<file path="config.mk">
export PLATFORM = sky130hd
export DESIGN_NAME = bus_uart
export DESIGN_NICKNAME = d
export VERILOG_FILES = /design/src/rtl/bus_uart.sv
export SDC_FILE = /design/constraint.sdc
export NUM_CORES = 1
export LEC_CHECK = 0
export ABC_AREA = 1
export CORE_MARGIN = 2
export CORE_UTILIZATION = 60
export CTS_BUF_LIST = sky130_fd_sc_hd__clkbuf_4 sky130_fd_sc_hd__clkbuf_8
export CTS_CLUSTER_SIZE = 14
export DETAILED_ROUTE_END_ITERATION = 7
export DONT_BUFFER_PORTS = 1
export GPL_ROUTABILITY_DRIVEN = 0
export PLACE_DENSITY = 0.75
export SLEW_MARGIN = 40
export SYNTH_ARGS = -nofsm -noshare
export SYNTH_HDL_FRONTEND = slang
export SYNTH_SLANG_ARGS = --single-unit
</file>
<file path="constraint.sdc">
create_clock -name clock -period 6.2 [get_ports clock]
set_input_delay 1.24 -clock clock [delete_from_list [all_inputs] [get_ports clock]]
set_output_delay 1.24 -clock clock [all_outputs]
set_load 0.01 [all_outputs]
</file>
<file path="src/rtl/bus_uart.sv">
// bus_uart: memory-mapped UART for the maxicore32 system bus.
// Zero-wait-state register interface, 2^FIFO_DEPTH_LOG2-entry TX and RX
// FIFOs, programmable clocks-per-bit divisor, sticky error flags and a
// registered level interrupt.
//
// Bus handshake: an access is one clock wide. It happens when select is
// high together with read or write. Write wins if both are high. A DATA
// read pops the RX FIFO at the closing clock edge of the access, and
// data_out is valid combinationally during that cycle.
module bus_uart #(
  parameter int FIFO_DEPTH_LOG2 = 4,
  parameter int DEFAULT_DIVISOR = 434
) (
  input  logic        clock,
  input  logic        reset,
  input  logic        select,
  input  logic [1:0]  address,
  input  logic [31:0] data_in,
  output logic [31:0] data_out,
  input  logic [3:0]  data_strobes,
  input  logic        read,
  input  logic        write,
  output logic        tx,
  input  logic        rx,
  output logic        irq
);

  localparam int DEPTH = 1 << FIFO_DEPTH_LOG2;
  localparam int CW    = FIFO_DEPTH_LOG2 + 1;
  localparam int PW    = FIFO_DEPTH_LOG2;

  typedef enum logic [1:0] {TX_IDLE, TX_START, TX_DATA, TX_STOP} tx_state_t;
  typedef enum logic [2:0] {RX_IDLE, RX_START, RX_DATA, RX_STOP, RX_BREAK} rx_state_t;

  // Register state
  logic [15:0] baud;
  logic [2:0]  control;
  logic        rx_overrun, frame_err, tx_drop;

  // FIFO storage and bookkeeping
  logic [7:0]    tx_mem [DEPTH];
  logic [7:0]    rx_mem [DEPTH];
  logic [PW-1:0] tx_wp, tx_rp, rx_wp, rx_rp;
  logic [CW-1:0] tx_count, rx_count;

  // TX engine
  tx_state_t   tx_state;
  logic [15:0] tx_cnt, tx_period;
  logic [2:0]  tx_bits;
  logic [7:0]  tx_shift;

  // RX engine
  rx_state_t   rx_state;
  logic        rx_s1, rx_s2, rx_prev;
  logic [15:0] rx_cnt, rx_period;
  logic [2:0]  rx_bits;
  logic [7:0]  rx_shift;
  logic        rx_valid, rx_ferr;
  logic [7:0]  rx_byte;

  // Decoded bus events
  logic wr_en, rd_en, wr_data, wr_status, wr_baud, wr_ctrl;
  logic tx_full, tx_push, tx_pop, tx_cnt_end;
  logic rx_full, rx_push, rx_pop, rx_drop;
  logic [15:0] baud_new;
  logic [31:0] status_word;
  logic unused_bits;

  assign unused_bits = ^{data_in[31:16], data_strobes[3:2]};

  assign wr_en     = select & write;
  assign rd_en     = select & read & ~write;
  assign wr_data   = wr_en & (address == 2'd0) & data_strobes[0];
  assign wr_status = wr_en & (address == 2'd1) & data_strobes[0];
  assign wr_baud   = wr_en & (address == 2'd2) & (|data_strobes[1:0]);
  assign wr_ctrl   = wr_en & (address == 2'd3) & data_strobes[0];

  assign tx_full    = (tx_count == CW'(DEPTH));
  assign tx_push    = wr_data & ~tx_full;
  assign tx_cnt_end = (tx_cnt == tx_period - 16'd1);
  // The engine takes the head when idle, or when a stop bit ends and more is queued.
  assign tx_pop     = (tx_count != '0) &&
                      ((tx_state == TX_IDLE) || ((tx_state == TX_STOP) && tx_cnt_end));

  assign rx_full = (rx_count == CW'(DEPTH));
  assign rx_push = rx_valid & ~rx_full;
  assign rx_drop = rx_valid & rx_full;
  assign rx_pop  = rd_en & (address == 2'd0) & (rx_count != '0);

  assign baud_new = {data_strobes[1] ? data_in[15:8] : baud[15:8],
                     data_strobes[0] ? data_in[7:0]  : baud[7:0]};

  assign status_word = {8'h00, 8'(tx_count), 8'(rx_count), 2'b00,
                        tx_drop, frame_err, rx_overrun,
                        (tx_count == '0) && (tx_state == TX_IDLE),
                        tx_full, (rx_count != '0)};

  // Zero-latency read mux; zero whenever this block is not being read.
  always_comb begin
    data_out = 32'h0;
    if (select && read) begin
      case (address)
        2'd0:    data_out = {24'h0, (rx_count != '0) ? rx_mem[rx_rp] : 8'h00};
        2'd1:    data_out = status_word;
        2'd2:    data_out = {16'h0, baud};
        default: data_out = {29'h0, control};
      endcase
    end
  end

  // Configuration registers and sticky flags; a new event beats a same-cycle clear.
  always_ff @(posedge clock or posedge reset) begin
    if (reset) begin
      baud       <= 16'(DEFAULT_DIVISOR);
      control    <= 3'b000;
      rx_overrun <= 1'b0;
      frame_err  <= 1'b0;
      tx_drop    <= 1'b0;
    end else begin
      if (wr_baud) baud <= (baud_new < 16'd4) ? 16'd4 : baud_new;
      if (wr_ctrl) control <= data_in[2:0];
      if (wr_status && data_in[3]) rx_overrun <= 1'b0;
      if (wr_status && data_in[4]) frame_err  <= 1'b0;
      if (wr_status && data_in[5]) tx_drop    <= 1'b0;
      if (rx_drop)            rx_overrun <= 1'b1;
      if (rx_ferr)            frame_err  <= 1'b1;
      if (wr_data && tx_full) tx_drop    <= 1'b1;
    end
  end

  // FIFO storage writes; contents need no reset because counts gate every read.
  always_ff @(posedge clock) begin
    if (tx_push) tx_mem[tx_wp] <= data_in[7:0];
    if (rx_push) rx_mem[rx_wp] <= rx_byte;
  end

  // FIFO pointers and occupancy counts; simultaneous push and pop leave the count unchanged.
  always_ff @(posedge clock or posedge reset) begin
    if (reset) begin
      tx_wp    <= '0;
      tx_rp    <= '0;
      tx_count <= '0;
      rx_wp    <= '0;
      rx_rp    <= '0;
      rx_count <= '0;
    end else begin
      if (tx_push) tx_wp <= tx_wp + 1'b1;
      if (tx_pop)  tx_rp <= tx_rp + 1'b1;
      if (tx_push && !tx_pop)      tx_count <= tx_count + 1'b1;
      else if (!tx_push && tx_pop) tx_count <= tx_count - 1'b1;
      if (rx_push) rx_wp <= rx_wp + 1'b1;
      if (rx_pop)  rx_rp <= rx_rp + 1'b1;
      if (rx_push && !rx_pop)      rx_count <= rx_count + 1'b1;
      else if (!rx_push && rx_pop) rx_count <= rx_count - 1'b1;
    end
  end

  // TX state machine: the divisor is latched at each start bit so a frame keeps its rate.
  always_ff @(posedge clock or posedge reset) begin
    if (reset) begin
      tx_state  <= TX_IDLE;
      tx        <= 1'b1;
      tx_cnt    <= 16'd0;
      tx_period <= 16'(DEFAULT_DIVISOR);
      tx_bits   <= 3'd0;
      tx_shift  <= 8'h00;
    end else begin
      case (tx_state)
        TX_IDLE: begin
          tx <= 1'b1;
          if (tx_count != '0) begin
            tx_state  <= TX_START;
            tx        <= 1'b0;
            tx_shift  <= tx_mem[tx_rp];
            tx_period <= baud;
            tx_cnt    <= 16'd0;
          end
        end
        TX_START: begin
          if (tx_cnt_end) begin
            tx_cnt   <= 16'd0;
            tx_state <= TX_DATA;
            tx       <= tx_shift[0];
            tx_bits  <= 3'd0;
          end else tx_cnt <= tx_cnt + 16'd1;
        end
        TX_DATA: begin
          if (tx_cnt_end) begin
            tx_cnt <= 16'd0;
            if (tx_bits == 3'd7) begin
              tx_state <= TX_STOP;
              tx       <= 1'b1;
            end else begin
              tx_shift <= {1'b0, tx_shift[7:1]};
              tx       <= tx_shift[1];
              tx_bits  <= tx_bits + 3'd1;
            end
          end else tx_cnt <= tx_cnt + 16'd1;
        end
        default: begin
          if (tx_cnt_end) begin
            tx_cnt <= 16'd0;
            if (tx_count != '0) begin
              tx_state  <= TX_START;
              tx        <= 1'b0;
              tx_shift  <= tx_mem[tx_rp];
              tx_period <= baud;
            end else tx_state <= TX_IDLE;
          end else tx_cnt <= tx_cnt + 16'd1;
        end
      endcase
    end
  end

  // Two-flop synchroniser plus one history flop for falling-edge detection.
  always_ff @(posedge clock or posedge reset) begin
    if (reset) begin
      rx_s1   <= 1'b1;
      rx_s2   <= 1'b1;
      rx_prev <= 1'b1;
    end else begin
      rx_s1   <= rx;
      rx_s2   <= rx_s1;
      rx_prev <= rx_s2;
    end
  end

  // RX state machine: mid-bit sampling, one-clock valid/frame-error pulses toward the FIFO.
  always_ff @(posedge clock or posedge reset) begin
    if (reset) begin
      rx_state  <= RX_IDLE;
      rx_cnt    <= 16'd0;
      rx_period <= 16'(DEFAULT_DIVISOR);
      rx_bits   <= 3'd0;
      rx_shift  <= 8'h00;
      rx_valid  <= 1'b0;
      rx_ferr   <= 1'b0;
      rx_byte   <= 8'h00;
    end else begin
      rx_valid <= 1'b0;
      rx_ferr  <= 1'b0;
      case (rx_state)
        RX_IDLE: begin
          if (rx_prev && !rx_s2) begin
            rx_state  <= RX_START;
            rx_cnt    <= 16'd1;
            rx_period <= baud;
          end
        end
        RX_START: begin
          if (rx_cnt == {1'b0, rx_period[15:1]}) begin
            rx_cnt  <= 16'd0;
            rx_bits <= 3'd0;
            rx_state <= rx_s2 ? RX_IDLE : RX_DATA;
          end else rx_cnt <= rx_cnt + 16'd1;
        end
        RX_DATA: begin
          if (rx_cnt == rx_period - 16'd1) begin
            rx_cnt   <= 16'd0;
            rx_shift <= {rx_s2, rx_shift[7:1]};
            if (rx_bits == 3'd7) rx_state <= RX_STOP;
            else rx_bits <= rx_bits + 3'd1;
          end else rx_cnt <= rx_cnt + 16'd1;
        end
        RX_STOP: begin
          if (rx_cnt == rx_period - 16'd1) begin
            rx_cnt <= 16'd0;
            if (rx_s2) begin
              rx_valid <= 1'b1;
              rx_byte  <= rx_shift;
              rx_state <= RX_IDLE;
            end else begin
              rx_ferr  <= 1'b1;
              rx_state <= RX_BREAK;
            end
          end else rx_cnt <= rx_cnt + 16'd1;
        end
        default: begin
          if (rx_s2) rx_state <= RX_IDLE;
        end
      endcase
    end
  end

  // Registered level interrupt, one clock behind the state it reflects.
  always_ff @(posedge clock or posedge reset) begin
    if (reset) irq <= 1'b0;
    else irq <= (control[0] & (rx_count != '0)) |
                (control[1] & (tx_count == '0)) |
                (control[2] & (rx_overrun | frame_err | tx_drop));
  end

endmodule

</file>
# Yosys cells after proc, flatten, opt, wreduce, memory -nomap -nowiden
# Memory sizes are Yosys's and may differ from the RTL's.
# Index checks and enable logic that the tools add are counted.
dict set report totals {
  reg_bits 154
  mem_bits_rw 256
  input_bits 44
  out_inout_bits 34
  word_cells 223
  n_memories 2
}
# name words width read_ports rd_clocked_by_memory_dff wr line
set memory_table {}
lappend memory_table {rx_mem 16 8 1 0 1 42} ;# logic [7:0] rx_mem [DEPTH];
lappend memory_table {tx_mem 16 8 1 0 1 41} ;# logic [7:0] tx_mem [DEPTH];
dict set report classes {
  add_sub_neg 14
  n_lt_le_gt_ge 1
  eq_ne 27
  mux 72
  bitwise_logic 28
  n_reduce_logical 50
}
# operator n
set op_table {}
lappend op_table {{16-bit two-way mux} 9}
lappend op_table {{21-bit case mux with 3 select lines} 1}
lappend op_table {{8-bit two-way mux} 7}
lappend op_table {{16-bit case mux with 3 select lines} 1}
lappend op_table {{3-bit two-way mux} 13}
lappend op_table {{16-bit by 1-bit adder with 16-bit output, second input constant} 2}
lappend op_table {{16-bit equality test} 2}
lappend op_table {{16-bit case mux with 2 select lines} 1}
lappend op_table {{16-bit by 1-bit subtractor with 16-bit output, second input constant} 2}
lappend op_table {{8-bit case mux with 3 select lines} 1}
lappend op_table {{1-bit two-way mux} 23}
lappend op_table {{21-bit two-way mux} 1}
lappend op_table {{5-bit two-way mux} 4}
lappend op_table {{2-bit != test, second input constant} 10}
lappend op_table {{1-bit AND} 19}
lappend op_table {{4-bit by 1-bit adder with 4-bit output, second input constant} 4}
lappend op_table {{16-bit by 15-bit equality test with 1-bit output} 1}
lappend op_table {{16-bit by 3-bit < comparator with 1-bit output, second input constant} 1}
lappend op_table {{4-bit AND reduction} 4}
lappend op_table {{2-bit nonzero test} 8}
lappend op_table {{5-bit nonzero test} 3}
lappend op_table {{1-bit logical AND} 13}
lappend op_table {{2-bit two-way mux} 6}
lappend op_table {{3-bit case mux with 2 select lines} 2}
lappend op_table {{27 further kinds} 54}

# Depth between registers and ports, before layout
dict set report logic_depth {
  word_depth 8
  ltp_mapped 24
  mapped_depth_nobuf 23
}

# Least setup slack after synthesis
# No wires, ideal clock.
dict set report synth_path {
  path_kind {input -> output}
  start {input address[1]}
  end {output data_out[2]}
  arrival_ps 2022
  required_ps 4960
  setup_slack_ps 2938
  cell_stages 6
  n_path_buf 0
  path_cell_list {inv_2 > nor2_2 > inv_2 > o22ai_1 > a21oi_1 > a21oi_1}
}
dict set report synth_between {
  elab_chain_len 3
  word_cells_on_any_way 5
  classes_between {2 x eq/ne; 2 x mux; 1 x reduce/logical}
}
# item line
set synth_rtl {}
lappend synth_rtl {{start: declaration} 17} ;# input logic [1:0] address,
lappend synth_rtl {{2-bit equality test (tied with other cells)} 102} ;# case (address)
lappend synth_rtl {{21-bit case mux with 3 select lines *} 102}
lappend synth_rtl {{21-bit two-way mux *} 101} ;# if (select && read) begin
lappend synth_rtl {{end: declaration} 19} ;# output logic [31:0] data_out,
# Mark *: on every way between the ends. The rest lies on a longest branch, timed or not.

# Final worst setup path
dict set report layout_path {
  start {register tx_count[0]}
  end {output data_out[2]}
}
dict set report layout_between {
  elab_chain_len 4
}
# item line
set layout_rtl {}
lappend layout_rtl {{start: declaration} 44} ;# logic [CW-1:0] tx_count, rx_count;
lappend layout_rtl {{start signal: assignment} 149} ;# if (tx_push && !tx_pop) tx_count <= tx_count + 1'b1;
lappend layout_rtl {{start signal: assignment} 150} ;# else if (!tx_push && tx_pop) tx_count <= tx_count - 1'b1;
lappend layout_rtl {{5-bit zero test} 95} ;# (tx_count == '0) && (tx_state == TX_IDLE),
lappend layout_rtl {{1-bit logical AND} 95}
lappend layout_rtl {{21-bit case mux with 3 select lines} 102}
lappend layout_rtl {{21-bit two-way mux} 101}
# No other way between the ends.

==> key figures <==
Outcome
  • Status: complete, no violations

STA
  • Setup Viol. Count Final: 0
  • Fin. Hold Viols: 0
  • Slew Limit Fails: 0
  • Layout Skew: 29.2 ps
  • Slew @ Worst Pin: 843 ps
  • Worst slew margin: 43.6%
  • RSZ-0062 raised after global routing: no
  • Max Fclk: 219 MHz
  • Min Tclk post-route: 4570 ps
  • Setup TNS: 0 ps
  • Fin crit share: 73.8%

Placed design
  • Placed Instance Area: 0.0197 sq mm
  • DP HPWL: 28,200 microns
  • Port Buffer Count: 0

Synthesis
  • Synthesized area: 0.0195 sq mm
  • Commonest cells in the synthesized netlist: 360 x nand2_1, 258 x nor2_1, 256 x edfxtp_1, 220 x o21ai_0, 159 x inv_1
  • Synth top area cells: edfxtp_1 39%, dfrtp_1 17%, nand2_1 6.9%, o21ai_0 5.7%, nor2_1 5.0%
  • Flops & latches, synth: 410
  • Register area share after synthesis: 59.4%
  • Main synth FF type: edfxtp_1
  • Average cell area after synthesis: 9.81 sq um
  • Ys async rst share: 37.6%
  • Synth top area share: 39.5%
  • Number of flops mapped to enable cells by yosys: 256
  • Post-Syn Instances: 1,986
  • Cell with the most instances after synthesis: nand2_1
  • Synth area leader: edfxtp_1
  • Yosys warnings: 0
  • Synth cell types: 53

Setup path
  • Crit end category: primary output
  • R2R Setup Slk: 2440 ps
  • Startpoint types: flop
  • Reg2Reg Depth: 21
  • Reg2reg end: tx_count[4]
  • Worst EP arrival: 3330 ps
  • Crit Path Class: flop to primary output
  • Launching point of the worst reg2reg path: tx_period[0]
  • Worst endpoint required time: 4960 ps
  • Critical Path Fanout Max: 11

Floorplanning
  • Die area: 0.0339 sq mm
  • Number of core rows: 65
  • Ports: 78
  • Die H: 184 microns
  • Initial core utilization: 61.3%
  • Core ar.: 0.0318 sq mm
  • Die width: 184 microns

GRT
  • GRT Util Overall: 26.3%
  • M2 GR Usage: 41.4%
  • M3 GR Usage: 5.37%
  • Remaining Overflow, GRT: 0
  • Met1 GRT Util: 35.6%
  • Vias in the first global route: 13,715
  • First-pass GRT wire length: 70,100 microns
  • Largest net degree at the start of global routing: 107
  • Grt peak-use layer: met2
  • Initial antenna violation count: 0

CTS
  • CTS buffer count: 68
  • Max Buffers Root-to-Sink: 3
  • Clock transition at the registers of the reported paths: 60 ps
  • Post-CTS sizing: 0
  • # hold bufs at CTS: 0
  • H-tree level count: 3
  • Root Buffer: clkbuf_8
  • # Post-CTS Setup Buffers: 0
  • CTS tree: yes
  • Worst skew pair latency: 590 ps
  • Clock Sink Count: 410

Run
  • Maxcap violations: 0

Drt
  • Vias: 14,199
  • Drc violations: 0
  • Drt wl/cell: 17.5 microns
  • Post-DRT Antenna Nets: 0
  • Detailed Route Iter0 Violations: 1,211
  • Vias/cell: 5.73
  • First drt pass iteration count: 7
  • Detailed Route WL: 43,300 microns

Hold path
  • Hold Path End: rx_s2
  • Hold depth: 0
  • Worst min path class: flop to flop
  • Hold Crit Start: rx_s1

Final layout
  • Layout Area Growth over Synthesis: 8.67%
  • Final instance area: 0.0212 sq mm
  • Share of cells above drive strength 1: 10.5%
  • Final nets: 2,063
  • Ant. Diodes: 0

Power
  • VDD IR-drop max: 0.000308 V
  • Pwr/cell area: 327 mW/mm^2
  • P_leak: 0.00835 uW
cells by family after synthesis:
family                   Yosys count  synth area share [%]
AND/OR/NAND/NOR                  811                  17.9
flip-flops                       410                  59.4
AO/OA/AOI/OAI                    394                  11.6
buffers and inverters            260                  5.44
XOR/XNOR                          72                  3.24
adder cells (fa/ha/maj)           32                  2.13
multiplexers                       6                 0.315
other                              1                0.0193
worst max-delay path by stage:
stage	startpoint	endpoint	slack, ps	cells after the start
global route	tx_count[0]	data_out[2]	1410	7
finish	tx_count[0]	data_out[2]	1630	7
floorplan	reset	baud[0]	840	1
global placement	rx_rp[0]	data_out[5]	2220	8
CTS	tx_count[0]	data_out[2]	1620	7
detailed placement	address[0]	data_out[1]	2190	6
per-layer routing:
layer	up-vias	routed length, microns	share of wire, %
met5	-	82	0.19
met1	6776	18600	43
li1	6809	-	-
met4	2	1640	3.8
met3	103	2940	6.8
met2	509	20000	46
layout by cell type (no fill, tap or decap), types with 11 or more instances in the layout:
master / n
nor2_2: 24
edfxtp_1: 256
o21ai_0: 220
conb_1: 11
inv_1: 155
nand2_1: 359
o221ai_1: 33
o211ai_1: 17
dfstp_2: 19
dfrtp_1: 134
nand4_1: 31
nor3_1: 30
clkbuf_4: 30
ha_1: 30
nand3_1: 82
o22ai_1: 33
clkbuf_8: 76
o21ai_1: 16
nor2_1: 243
a21oi_1: 50
xnor2_1: 22
xor2_1: 50
clkinv_1: 19
sequential cells by signal, summed over array words and instances (netlist names), 8 cells and up:
| signal | flops |
|---|---|
| rx_mem | 128 |
| tx_mem | 128 |
| baud | 16 |
| rx_cnt | 16 |
| rx_period | 16 |
| tx_cnt | 16 |
| tx_period | 16 |
| rx_byte | 8 |
| rx_shift | 8 |
| tx_shift | 8 |
cell type report:
class | count | area [sq um]
clock buffer | 106 | 1270
clock inverter | 19 | 119
fill | 2398 | 10600
inverter | 171 | 649
multi-input combinational | 1326 | 6940
sequential | 410 | 11600
tap | 435 | 544
timing repair buffer | 10 | 75.1
per-stage QoR:
step,util (%),setup slack (ps),hold slack (ps),power [uW],instances
after CTS,66.5,1620,358,6950,2477
after floorplan,-,842,345,4250,1996
after detailed placement,62.1,2190,349,4550,2352
after global placement,62.0,2220,347,4500,2352
after global routing,66.6,1410,359,7280,2477
final,66.6,1630,358,6920,2477
where the power goes:
group | switching [uW] | internal, uW | leakage [uW]
clock | 1050 | 1350 | 0.000728
combinational | 827 | 415 | 0.00343
sequential | 216 | 3060 | 0.00419
critical path, stage by stage (launching register included):
cell and delay, ps:
dfrtp_1 460, nor4_1 570, nand2_1 280, nor2_2 430
inv_1 340, o22ai_1 230, a21oi_1 60, a21oi_1 400
(Power assumes the default switching activity.)
